--- src/rtl/key_cmd_gen_if.sv ---
// rtl/key_cmd_gen_if.sv - key event input and game command output bundle
interface key_cmd_gen_if;
    logic [1:0] key_num;
    logic       key_valid;
    logic       key_pressed;
    logic       start_pulse;
    logic       left_pulse;
    logic       right_pulse;
    logic [2:0] held;
    logic       repeat_on;

    modport master (
        output key_num,
        output key_valid,
        output key_pressed,
        input  start_pulse,
        input  left_pulse,
        input  right_pulse,
        input  held,
        input  repeat_on
    );

    modport slave (
        input  key_num,
        input  key_valid,
        input  key_pressed,
        output start_pulse,
        output left_pulse,
        output right_pulse,
        output held,
        output repeat_on
    );
endinterface

--- src/rtl/key_cmd_gen.sv ---
// rtl/key_cmd_gen.sv - key events to start/left/right pulses with typematic auto-repeat
module key_cmd_gen #(
    parameter int unsigned REPEAT_DELAY  = 50000000,
    parameter int unsigned REPEAT_PERIOD = 10000000,
    parameter int unsigned CNT_W         = 26
) (
    input  logic          clk,
    input  logic          rst,
    key_cmd_gen_if.slave  bus
);

    typedef enum logic [1:0] {
        ST_IDLE   = 2'd0,
        ST_DELAY  = 2'd1,
        ST_REPEAT = 2'd2
    } state_t;

    // Key codes double as bit indices into held: {right, left, start}.
    localparam logic [1:0] KEY_START = 2'b00;
    localparam logic [1:0] KEY_RIGHT = 2'b10;
    localparam logic [1:0] KEY_NONE  = 2'b11;

    localparam logic [CNT_W-1:0] DELAY_TC  = CNT_W'(REPEAT_DELAY - 1);
    localparam logic [CNT_W-1:0] PERIOD_TC = CNT_W'(REPEAT_PERIOD - 1);
    localparam logic [CNT_W-1:0] CNT_ONE   = CNT_W'(1);

    state_t           state_q, state_d;
    logic             dir_q, dir_d;           // 0 = left, 1 = right
    logic [CNT_W-1:0] cnt_q, cnt_d;
    logic [2:0]       held_q, held_d;
    logic             start_pulse_q, start_pulse_d;
    logic             left_pulse_q, left_pulse_d;
    logic             right_pulse_q, right_pulse_d;
    logic             repeat_on_q, repeat_on_d;

    logic             ev;
    logic             ev_press;
    logic             ev_release;
    logic [2:0]       key_mask;
    logic             key_is_held;
    logic             key_is_move;
    logic             key_dir;
    logic             other_held;
    logic             term_cnt;
    logic             fire;

    // Next-state: repeat timer first, then the key event, which overrides it.
    always_comb begin
        state_d       = state_q;
        dir_d         = dir_q;
        cnt_d         = cnt_q;
        held_d        = held_q;
        start_pulse_d = 1'b0;
        left_pulse_d  = 1'b0;
        right_pulse_d = 1'b0;

        ev          = bus.key_valid && (bus.key_num != KEY_NONE);
        ev_press    = ev && bus.key_pressed;
        ev_release  = ev && !bus.key_pressed;
        key_mask    = ev ? (3'b001 << bus.key_num) : 3'b000;
        key_is_held = |(held_q & key_mask);
        key_is_move = (bus.key_num != KEY_START);
        key_dir     = (bus.key_num == KEY_RIGHT);
        other_held  = dir_q ? held_q[1] : held_q[2];

        term_cnt = ((state_q == ST_DELAY)  && (cnt_q == DELAY_TC)) ||
                   ((state_q == ST_REPEAT) && (cnt_q == PERIOD_TC));
        // A same-cycle event still lets the timer advance but steals its pulse.
        fire = term_cnt && !ev;

        if (state_q != ST_IDLE) begin
            if (term_cnt) begin
                cnt_d   = '0;
                state_d = ST_REPEAT;
            end else begin
                cnt_d = cnt_q + CNT_ONE;
            end
        end

        if (fire) begin
            left_pulse_d  = !dir_q;
            right_pulse_d = dir_q;
        end

        // Presses of an already-held key are keyboard resends and change nothing.
        if (ev_press && !key_is_held) begin
            held_d = held_q | key_mask;
            if (!key_is_move) begin
                start_pulse_d = 1'b1;
            end else begin
                left_pulse_d  = !key_dir;
                right_pulse_d = key_dir;
                dir_d         = key_dir;
                cnt_d         = '0;
                state_d       = ST_DELAY;
            end
        end

        if (ev_release && key_is_held) begin
            held_d = held_q & ~key_mask;
            if (key_is_move && (state_q != ST_IDLE) && (key_dir == dir_q)) begin
                cnt_d = '0;
                if (other_held) begin
                    // Fall back to the still-held direction without an immediate pulse.
                    dir_d   = !dir_q;
                    state_d = ST_DELAY;
                end else begin
                    state_d = ST_IDLE;
                end
            end
        end

        repeat_on_d = (state_d == ST_REPEAT);
    end

    // State and registered outputs; reset drops pending pulses and repeat state.
    always_ff @(posedge clk) begin
        if (rst) begin
            state_q       <= ST_IDLE;
            dir_q         <= 1'b0;
            cnt_q         <= '0;
            held_q        <= 3'b000;
            start_pulse_q <= 1'b0;
            left_pulse_q  <= 1'b0;
            right_pulse_q <= 1'b0;
            repeat_on_q   <= 1'b0;
        end else begin
            state_q       <= state_d;
            dir_q         <= dir_d;
            cnt_q         <= cnt_d;
            held_q        <= held_d;
            start_pulse_q <= start_pulse_d;
            left_pulse_q  <= left_pulse_d;
            right_pulse_q <= right_pulse_d;
            repeat_on_q   <= repeat_on_d;
        end
    end

    assign bus.start_pulse = start_pulse_q;
    assign bus.left_pulse  = left_pulse_q;
    assign bus.right_pulse = right_pulse_q;
    assign bus.held        = held_q;
    assign bus.repeat_on   = repeat_on_q;

endmodule

--- src/flat_wrapper.sv ---
// flat-port wrapper written by rule: the top's interface ports become plain ports
module key_cmd_gen_flat 
#(
    parameter int unsigned REPEAT_DELAY  = 50000000,
    parameter int unsigned REPEAT_PERIOD = 10000000,
    parameter int unsigned CNT_W         = 26
)
  (clk, rst, bus_key_num, bus_key_valid, bus_key_pressed, bus_start_pulse, bus_left_pulse, bus_right_pulse, bus_held, bus_repeat_on);
  key_cmd_gen_if bus_i ();
  input  logic clk;
  input  logic rst;
  input wire logic [$bits(bus_i.key_num)-1:0] bus_key_num;
  input wire logic [$bits(bus_i.key_valid)-1:0] bus_key_valid;
  input wire logic [$bits(bus_i.key_pressed)-1:0] bus_key_pressed;
  output wire logic [$bits(bus_i.start_pulse)-1:0] bus_start_pulse;
  output wire logic [$bits(bus_i.left_pulse)-1:0] bus_left_pulse;
  output wire logic [$bits(bus_i.right_pulse)-1:0] bus_right_pulse;
  output wire logic [$bits(bus_i.held)-1:0] bus_held;
  output wire logic [$bits(bus_i.repeat_on)-1:0] bus_repeat_on;
  assign bus_i.key_num = bus_key_num;
  assign bus_i.key_valid = bus_key_valid;
  assign bus_i.key_pressed = bus_key_pressed;
  assign bus_start_pulse = bus_i.start_pulse;
  assign bus_left_pulse = bus_i.left_pulse;
  assign bus_right_pulse = bus_i.right_pulse;
  assign bus_held = bus_i.held;
  assign bus_repeat_on = bus_i.repeat_on;
  key_cmd_gen #(.REPEAT_DELAY(REPEAT_DELAY), .REPEAT_PERIOD(REPEAT_PERIOD), .CNT_W(CNT_W)) u_core (.clk(clk), .rst(rst), .bus(bus_i));
endmodule
--- config.mk ---
export PLATFORM = sky130hd
export DESIGN_NAME = key_cmd_gen_flat
export DESIGN_NICKNAME = d
export VERILOG_FILES = /design/src/rtl/key_cmd_gen_if.sv /design/src/rtl/key_cmd_gen.sv /design/src/flat_wrapper.sv
export SDC_FILE = /design/constraint.sdc
export NUM_CORES = 1
export LEC_CHECK = 0
export CAP_MARGIN = 5
export CORE_ASPECT_RATIO = 1.75
export CORE_MARGIN = 8
export CORE_UTILIZATION = 65
export CTS_BUF_LIST = sky130_fd_sc_hd__clkbuf_8
export CTS_CLUSTER_SIZE = 40
export DETAILED_ROUTE_END_ITERATION = 7
export PLACE_DENSITY = 0.87
export SLEW_MARGIN = 20
export SYNTH_ARGS = -nofsm -noshare
export SYNTH_HDL_FRONTEND = slang
export SYNTH_SLANG_ARGS = --single-unit
--- constraint.sdc ---
create_clock -name clk -period 5.89 [get_ports clk]
set_input_delay 0.8835 -clock clk [delete_from_list [all_inputs] [get_ports clk]]
set_output_delay 0.8835 -clock clk [all_outputs]
set_load 0.03 [all_outputs]
-- Word level (Yosys, flattened, before mapping)
Cells that the tools add are included.
- latch bits: 0
- logic and storage cells: 73
- bits in writable memories: 0
- flip-flop bits (word level): 36
- bits of input ports: 6
- bits in read-only memories: 0
- memories: 0
- $lt $le $gt $ge: 0
- divide/modulo/power cells: 0
- add/sub/neg operators: 1
- bitwise gates (word level): 5
- multiply operators: 0
- eq/ne operators: 8
- reduce and logical (&&, ||, !) cells: 21
- shift operators: 1
- multiplexer cells: 29
- operators with widths (kind ; number):
    two-way mux 26 bit ; 6
    adder 26 x 1 -> 26 bit (second input constant) ; 1
    equality test 26 x 24 -> 1 bit (second input constant) ; 1
    equality test 26 bit (second input constant) ; 1
    two-way mux 1 bit ; 14
    two-way mux 2 bit ; 6
    logical AND 1 bit ; 10
    two-way mux 3 bit ; 3
    AND 3 bit ; 2
    equality test 2 bit (second input constant) ; 3
    nonzero test 2 bit ; 3
    logical NOT 1 bit ; 5
    inverter 3 bit ; 1
    OR 3 bit ; 1
    OR reduction 3 bit ; 1
    << shifter 1 x 2 -> 3 bit (first input constant) ; 1
    equality test 2 x 1 -> 1 bit (second input constant) ; 1
    inequality test 2 bit (second input constant) ; 1
    OR reduction 2 bit ; 1
    equality test 1 bit ; 1
    logical OR 1 bit ; 1
    inverter 1 bit ; 1

-- Longest topological paths before layout
Gate-level depths: netlist (run 1).
- word-level depth: 11
- mapped depth: 8
- mapped depth without buffers: 6

-- Worst setup path after synthesis (run 1)
OpenSTA, ideal clock, no wires.
- path type: input to register
- start: in bus_key_num[0]
- end: reg u_core.cnt_q[10]
- slack: 3.304 ns
- data arrival time: 2.471 ns
- library setup time: 0.115 ns
- path buffers: 3
- cell stages on the path: 8
- cells stage by stage: clkbuf_1 a21bo_2 a2111oi_0 a211o_1 or2_1 buf_6 buf_12 nor2_2
- cells in the longest elaborated chain, start to end: 10
- RTL lines (element ; line ; source):
    start: declaration ; flat_wrapper.sv:12 ; input wire logic [$bits(bus_i.key_num)-1:0] bus_key_num;
    inequality test 2 bit ; key_cmd_gen.sv:57 ; ev = bus.key_valid && (bus.key_num != KEY_NONE);
    logical AND 1 bit ; key_cmd_gen.sv:57 ;
    two-way mux 3 bit ; key_cmd_gen.sv:60 ; key_mask = ev ? (3'b001 << bus.key_num) : 3'b000;
    AND 3 bit ; key_cmd_gen.sv:61 ; key_is_held = |(held_q & key_mask);
    OR reduction 3 bit ; key_cmd_gen.sv:61 ;
    logical NOT 1 bit ; key_cmd_gen.sv:86 ; if (ev_press && !key_is_held) begin
    logical AND 1 bit ; key_cmd_gen.sv:86 ;
    two-way mux 26 bit ; key_cmd_gen.sv:86 ;
    two-way mux 26 bit ; key_cmd_gen.sv:101 ; if (key_is_move && (state_q != ST_IDLE) && (key_dir == dir_q)) begin
    two-way mux 26 bit * ; key_cmd_gen.sv:99 ; if (ev_release && key_is_held) begin
    end signal: assignment ; key_cmd_gen.sv:130 ; cnt_q <= cnt_d;
    end: declaration ; key_cmd_gen.sv:29 ; logic [CNT_W-1:0] cnt_q, cnt_d;
Mark *: on every way between the ends. The rest lies on a longest branch, timed or not.
A chain may end at the register's enable or synchronous reset.

-- Final worst setup path (run 1)
- start: in bus_key_num[0]
- end: reg u_core.cnt_q[14]
The elaborated chain is that of the path after synthesis.

==> results.toml, run 1 <==
[layout]
design_area_um2 = 2070
num-fill-cells = 180
syn2layout_area_growth_pct = 13.9
final_nets = 221
diodes = 0
stdcell_count = 242
fin_util_pct = 76.8
drive_above_1_share_pct = 14.9

[global_route]
antenna_found_initial = 0
gr-usage-all-layers_pct = 17.8
grt_pass1_vias = 1638
overflow = 0
grt_first_pass_wirelength_um = 7130
grt_max_degree = 25

[route]
drt-pass1-iter-count = 4
wl_per_cell_um = 17.0
first_iter_violations = 92
dr_total_vias = 1567
drcViolationCount = 0
wirelength_um = 4110
vias_per_cell = 6.48
final_antenna_net_count = 0

[power]
vdd_drop_max_mv = 0.244
seq_power_share_pct = 43.0
power_density_nw_per_um2 = 279
comb_power_share_pct = 4.7
switching_power_w = 0.000109
intPower_w = 0.000468
p_leak_nw = 0.699
power_frac_clock_pct = 52.3
swShare_pct = 18.9
total_power_w = 0.000577

[die]
core_um2 = 2690
row_count = 25
dieArea_um2 = 4810
initial_utilization_pct = 67.5
die_w_um = 56.0
io-pin-count = 13
die_y_um = 85.9

[clocking]
root_buffer = "clkbuf_8"
cts.repair.resized = 0
post-cts-setup-buffer-count = 0
cts_tree = "built"
cts_buffer_depth = 2
clk_pin_slew_worst_paths_ps = 80
cts_made_buffers = 5
htreeDepth = 2
clk_latency_ps = 300
ctsHoldBuffers = 0
clock_sinks = 36

[place]
post-place-cells = 234
placed_area_um2 = 1910
port_buffers = 12
dp_hpwl_um = 2940
gp_congestion = 0.813

[synth]
async_flop_share_pct = 0
yosys_register_bits = 36
syn_area_um2 = 1820
yosysUniqueCellTypes = 49
synth_ff_type = "dfxtp_1"
syn-instance-count = 202
synth_warnings = 0
syn_nets = 209
synth_edf_count = 0
syn_avg_cell_area_um2 = 8.99
ys_seq_area_share_pct = 39.7

[worst_setup_path]
critPathLaunchType = "input port"
r2r_cells = 5
arrival_ps = 3630
required_ps = 6030
endpoint_kind = "register"
path_class = "in -> reg"
crit_path_max_fanout = 24

[worst_hold_path]
whs_path_depth = 1
hp-class = "reg -> reg"

[timing]
fin_tns_setup_ps = 0
setup_viol = 0
rsz0062_at_grt = "false"
fin_crit_ps = 3490
finalHoldViolations = 0
worst_pin_slew_ps = 1080
slew_viol_final = 0
fin_crit_sh_pct = 59.2
slew_headroom_pct = 27.4
fin_skew_ps = 7.86
fmax_mhz = 287

[run_status]
status = "finished, final reports clean"

[flow_run]
maxCapViolations = 0
-- layer usage --
metal	global-route usage [%]	vias up	routed length [µm]
met5	0	-	0
met2	32.3	49	2190
met1	16.7	759	1570
met3	5.03	20	172
met4	11.9	0	177
li1	-	739	-
-- worst paths after layout --
path                          from                endpoint  slack, ps
hold / removal            register  u_core.bus.start_pulse        500
setup / recovery    bus_key_num[0]        u_core.cnt_q[14]       2400
hold reg to reg           register  u_core.bus.start_pulse        500
setup reg to reg  u_core.cnt_q[13]        u_core.cnt_q[14]       3080
-- worst max-delay path, cell delays in order --
cell and delay, ps:
clkdlybuf4s50_1 580, a21bo_2 300, a2111oi_0 600, a211o_1 300
or2_1 820, nor2_1 140
-- area by class of cell --
type                    count  area (µm²)  share of cell area, %
clock inverters             3        90.1                   4.36
repair buffers             12         120                   5.81
inverters                   3        11.3                  0.545
well taps                  27        33.8                   1.63
flip-flops and latches     36         721                   34.9
multi-input cells         156        1020                   49.5
clock buffers               5        68.8                   3.33
-- power groups by stage --
stage,Combinational [W],Clock (W),Sequential (W)
5_1_grt,0.0000301,0.000310,0.000248
2_1_floorplan,0.0000206,0,0.000255
6_report,0.0000273,0.000302,0.000248
4_1_cts,0.0000272,0.000301,0.000248
3_3_place_gp,0.0000259,0,0.000253
3_5_place_dp,0.0000267,0,0.000254
-- synthesized netlist by cell type (3+ instances only) --
master	n	area, µm²
nor3_1	5	25.0
inv_1	3	11.3
clkbuf_1	3	11.3
nand2_1	13	48.8
nor2_1	27	101
mux2i_1	3	30.0
nor2_2	11	68.8
dfxtp_1	36	721
xnor2_1	6	52.6
a21oi_1	5	25.0
nand4b_1	3	26.3
nand4_1	9	56.3
xor2_1	18	158
nand3_1	11	55.1
nor4_1	5	31.3
-- flip-flops by register name, summed over array words and instances (netlist names), named ones only --
register                flops
u_core.bus.left_pulse       1
u_core.bus.repeat_on        1
u_core.bus.right_pulse      1
u_core.bus.start_pulse      1
u_core.cnt_q               26
u_core.dir_q                1
u_core.state_q              2
-- cell usage in the layout (no fill, tap or decap), drive strengths merged, types with 2 or more instances in the layout --
cell type	synthesis	final
nand3b	2	2
or3	2	2
clkbuf	4	5
nand4	9	9
xor2	18	18
or4	2	2
nor3b	2	2
mux2i	3	3
xnor2	6	6
nor2	38	38
nor2b	2	2
inv	3	3
or2	2	2
and4	4	4
and3	2	2
and2	2	2
nor3	5	5
a31oi	2	2
clkdlybuf4s50	0	12
nor4	5	5
bufinv	0	3
a21oi	6	6
nand2	13	13
dfxtp	36	36
nand3	11	11
nand4b	3	3
-- kinds of logic after synthesis --
family,share of synthesized area [%]
muxes,2.27
buffers and inverters,4.34
DFF,39.7
AOI/OAI and AO/OA,7.51
adders and majority gates,0.689
and+or+nand+nor,33.9
xor gates and xnor gates,11.6
-- through the flow --
stage               hold WS (ps)  setup slack [ps]
floorplan                    454              3300
global placement             465              2270
detailed placement           484              2130
CTS                          505              2420
global route                 537              2070
finish                       498              2400
No activity file was read; power rests on OpenSTA's default activity.
==> inputs of run 2 (changes only) <==
--- a/config.mk
+++ b/config.mk
@@ -8,11 +8,11 @@
 export CAP_MARGIN = 5
 export CORE_ASPECT_RATIO = 1.75
 export CORE_MARGIN = 8
-export CORE_UTILIZATION = 65
+export CORE_UTILIZATION = 54
 export CTS_BUF_LIST = sky130_fd_sc_hd__clkbuf_8
 export CTS_CLUSTER_SIZE = 40
 export DETAILED_ROUTE_END_ITERATION = 7
-export PLACE_DENSITY = 0.87
+export PLACE_DENSITY = 0.77
 export SLEW_MARGIN = 20
 export SYNTH_ARGS = -nofsm -noshare
 export SYNTH_HDL_FRONTEND = slang
==> constraint.sdc (replaced) <==
create_clock -name clk -period 2.8 [get_ports clk]
set_input_delay 0.42 -clock clk [delete_from_list [all_inputs] [get_ports clk]]
set_output_delay 0.42 -clock clk [all_outputs]
set_load 0.03 [all_outputs]
==> run 2 against run 1 <==
Sequential share of layout area fell by 0.063 points; first-iteration DRC count shrank 82%; sequential power up 110%; highest routed layer unchanged.
==> results.toml, run 2 (synthesis results as in run 1) <==
[power]
switching_power_w = 0.000218
p_leak_nw = 0.704
comb_power_share_pct = 6.5
vdd_drop_max_mv = 0.436
intPower_w = 0.000740
power_density_nw_per_um2 = 462
swShare_pct = 22.7
power_frac_clock_pct = 39.0
seq_power_share_pct = 54.5

[global_route]
overflow = 0
grt_pass1_vias = 1488
grt_first_pass_wirelength_um = 6590
grt_max_degree = 25
antenna_found_initial = 0
gr-usage-all-layers_pct = 15.6

[timing]
rsz0062_at_grt = "false"
fin_tns_setup_ps = 0
holdWs_ps = 489
slew_headroom_pct = 54.4
finalHoldViolations = 0
fmax_mhz = 420
fin_skew_ps = 6.80
slew_viol_final = 0
fin_crit_sh_pct = 85.0
worst_pin_slew_ps = 667
fin_crit_ps = 2380
setup_viol = 0

[place]
placed_area_um2 = 1980
gp_congestion = 0.816
dp_hpwl_um = 2860
port_buffers = 12

[clocking]
cts_made_buffers = 5
cts_tree = "built"
clk_pin_slew_worst_paths_ps = 70
ctsHoldBuffers = 0
post-cts-setup-buffer-count = 0
cts_buffer_depth = 2
root_buffer = "clkbuf_8"
clock_sinks = 36
htreeDepth = 2
cts.repair.resized = 0
clk_latency_ps = 280

[layout]
drive_above_1_share_pct = 16.7
multiInputGateArea_um2 = 1020
syn2layout_area_growth_pct = 14.1
design_area_um2 = 2070
final_common_cell = "dfxtp_1"
final_nets = 228
regArea_um2 = 721
top_register = "u_core.cnt_q"
num-fill-cells = 325
largestRegisters = "u_core.cnt_q x26, u_core.state_q x2"
layout_common_cells = "36 x dfxtp_1, 27 x nor2_1, 18 x xor2_1"
diodes = 0
largest_register_ffs = 26

[worst_setup_path]
r2r_cells = 6
r2r_setup_slack_ps = 470
critPathTopFamily = "compound AO/OA/AOI/OAI gates"
rr_startpoint = "u_core.cnt_q[21]"
reg2reg_to = "u_core.cnt_q[21]"
critPathLaunchType = "input port"
cp_slowest_cell = "a2111oi_0"
arrival_ps = 2540
endpoint_kind = "register"
critical_path_depth = 7
crit_buf_inv = 2
crit_path_max_fanout = 24
worstSetupStartpoint = "bus_key_valid"
crit_end = "u_core.cnt_q[21]"
path_class = "in -> reg"
required_ps = 2960
cp_cell_sequence = "clkdlybuf4s50_1 > a21bo_2 > a2111oi_0 > a211o_1 > or2_1 > buf_4 > nor2_1"
max_stage_delay_ps = 580

[route]
first_iter_violations = 17
drcViolationCount = 0
wl_per_cell_um = 14.3
drt-pass1-iter-count = 4
final_antenna_net_count = 0
vias_per_cell = 5.67
dr_total_vias = 1514
wirelength_um = 3820

[die]
core_um2 = 3290
row_count = 28
dieArea_um2 = 5550
io-pin-count = 13
initial_utilization_pct = 55.1
die_y_um = 92.7
die_w_um = 59.8

[run_status]
status = "finished, final reports clean"

[flow_run]
maxCapViolations = 0

[worst_hold_path]
hp-class = "reg -> reg"
==> run 2: changes by cell type in the layout (fill, tap and decap cells not counted) <==
cell and delta:
buf_4 +7, nor4_2 -1, nor4_1 +1, inv_1 +1, clkinvlp_4 +1, clkbuf_8 +1, bufinv_16 -3
==> run 2: worst reg2reg max path: cells and delay by family (launching register included) <==
kind | cells | cell delay, ps
AO/OA/AOI/OAI | 1 | 210
buffers and inverters | 1 | 290
flip-flops | 1 | 360
AND/OR/NAND/NOR | 4 | 1350
==> run 2: metrics by stage <==
stage / setup WS [ps] / std cells / power (W) / utilization, %
after floorplan: 677 / 202 / 0.000579 / -
after global placement: 193 / 259 / 0.000596 / 60.0
after detailed placement: 119 / 259 / 0.000596 / 60.0
after CTS: 430 / 267 / 0.000969 / 62.9
after global routing: 250 / 267 / 0.00100 / 62.9
final: 419 / 267 / 0.000957 / 62.9
==> run 2: worst min path at each step <==
stage	from	slack, ps	cells after the start	endpoint
final	u_core.cnt_q[1]	490	2	u_core.cnt_q[1]
after global routing	u_core.cnt_q[1]	510	2	u_core.cnt_q[1]
after CTS	u_core.cnt_q[1]	490	2	u_core.cnt_q[1]
after detailed placement	u_core.cnt_q[1]	480	2	u_core.cnt_q[1]
after global placement	u_core.cnt_q[1]	480	2	u_core.cnt_q[1]
after floorplan	u_core.cnt_q[1]	450	2	u_core.cnt_q[1]
==> run 2: power groups by stage <==
stage | Sequential (W) | Combinational (W) | Clock [W]
final | 0.000522 | 0.0000626 | 0.000373
after global placement | 0.000533 | 0.0000626 | 0
after detailed placement | 0.000533 | 0.0000629 | 0
after floorplan | 0.000535 | 0.0000433 | 0
after global routing | 0.000522 | 0.0000688 | 0.000411
after CTS | 0.000521 | 0.0000631 | 0.000384
==> run 2: layout make-up <==
class / count / share of cell area (%)
Timing Repair Buffer: 19 / 8.34
Tap cell: 45 / 2.72
Multi-Input combinational cell: 156 / 49.1
Sequential cell: 36 / 34.8
Clock buffer: 6 / 3.99
Clock inverter: 2 / 0.544
Inverter: 3 / 0.544
==> run 2: per-layer routing <==
layer  GRT usage, %  share of wire (%)
met1           14.8                 37
met2           27.1                 55
met3           4.31                3.0
met4           11.6                5.0
met5              0                  0
==> inputs of run 3 (changes only) <==
--- a/config.mk
+++ b/config.mk
@@ -13,6 +13,7 @@
 export CTS_CLUSTER_SIZE = 40
 export DETAILED_ROUTE_END_ITERATION = 7
 export PLACE_DENSITY = 0.77
+export SETUP_SLACK_MARGIN = 0.02
 export SLEW_MARGIN = 20
 export SYNTH_ARGS = -nofsm -noshare
 export SYNTH_HDL_FRONTEND = slang
==> results of run 3 <==
Same layout as run 2: the final DEF is identical, and so are final timing and power.
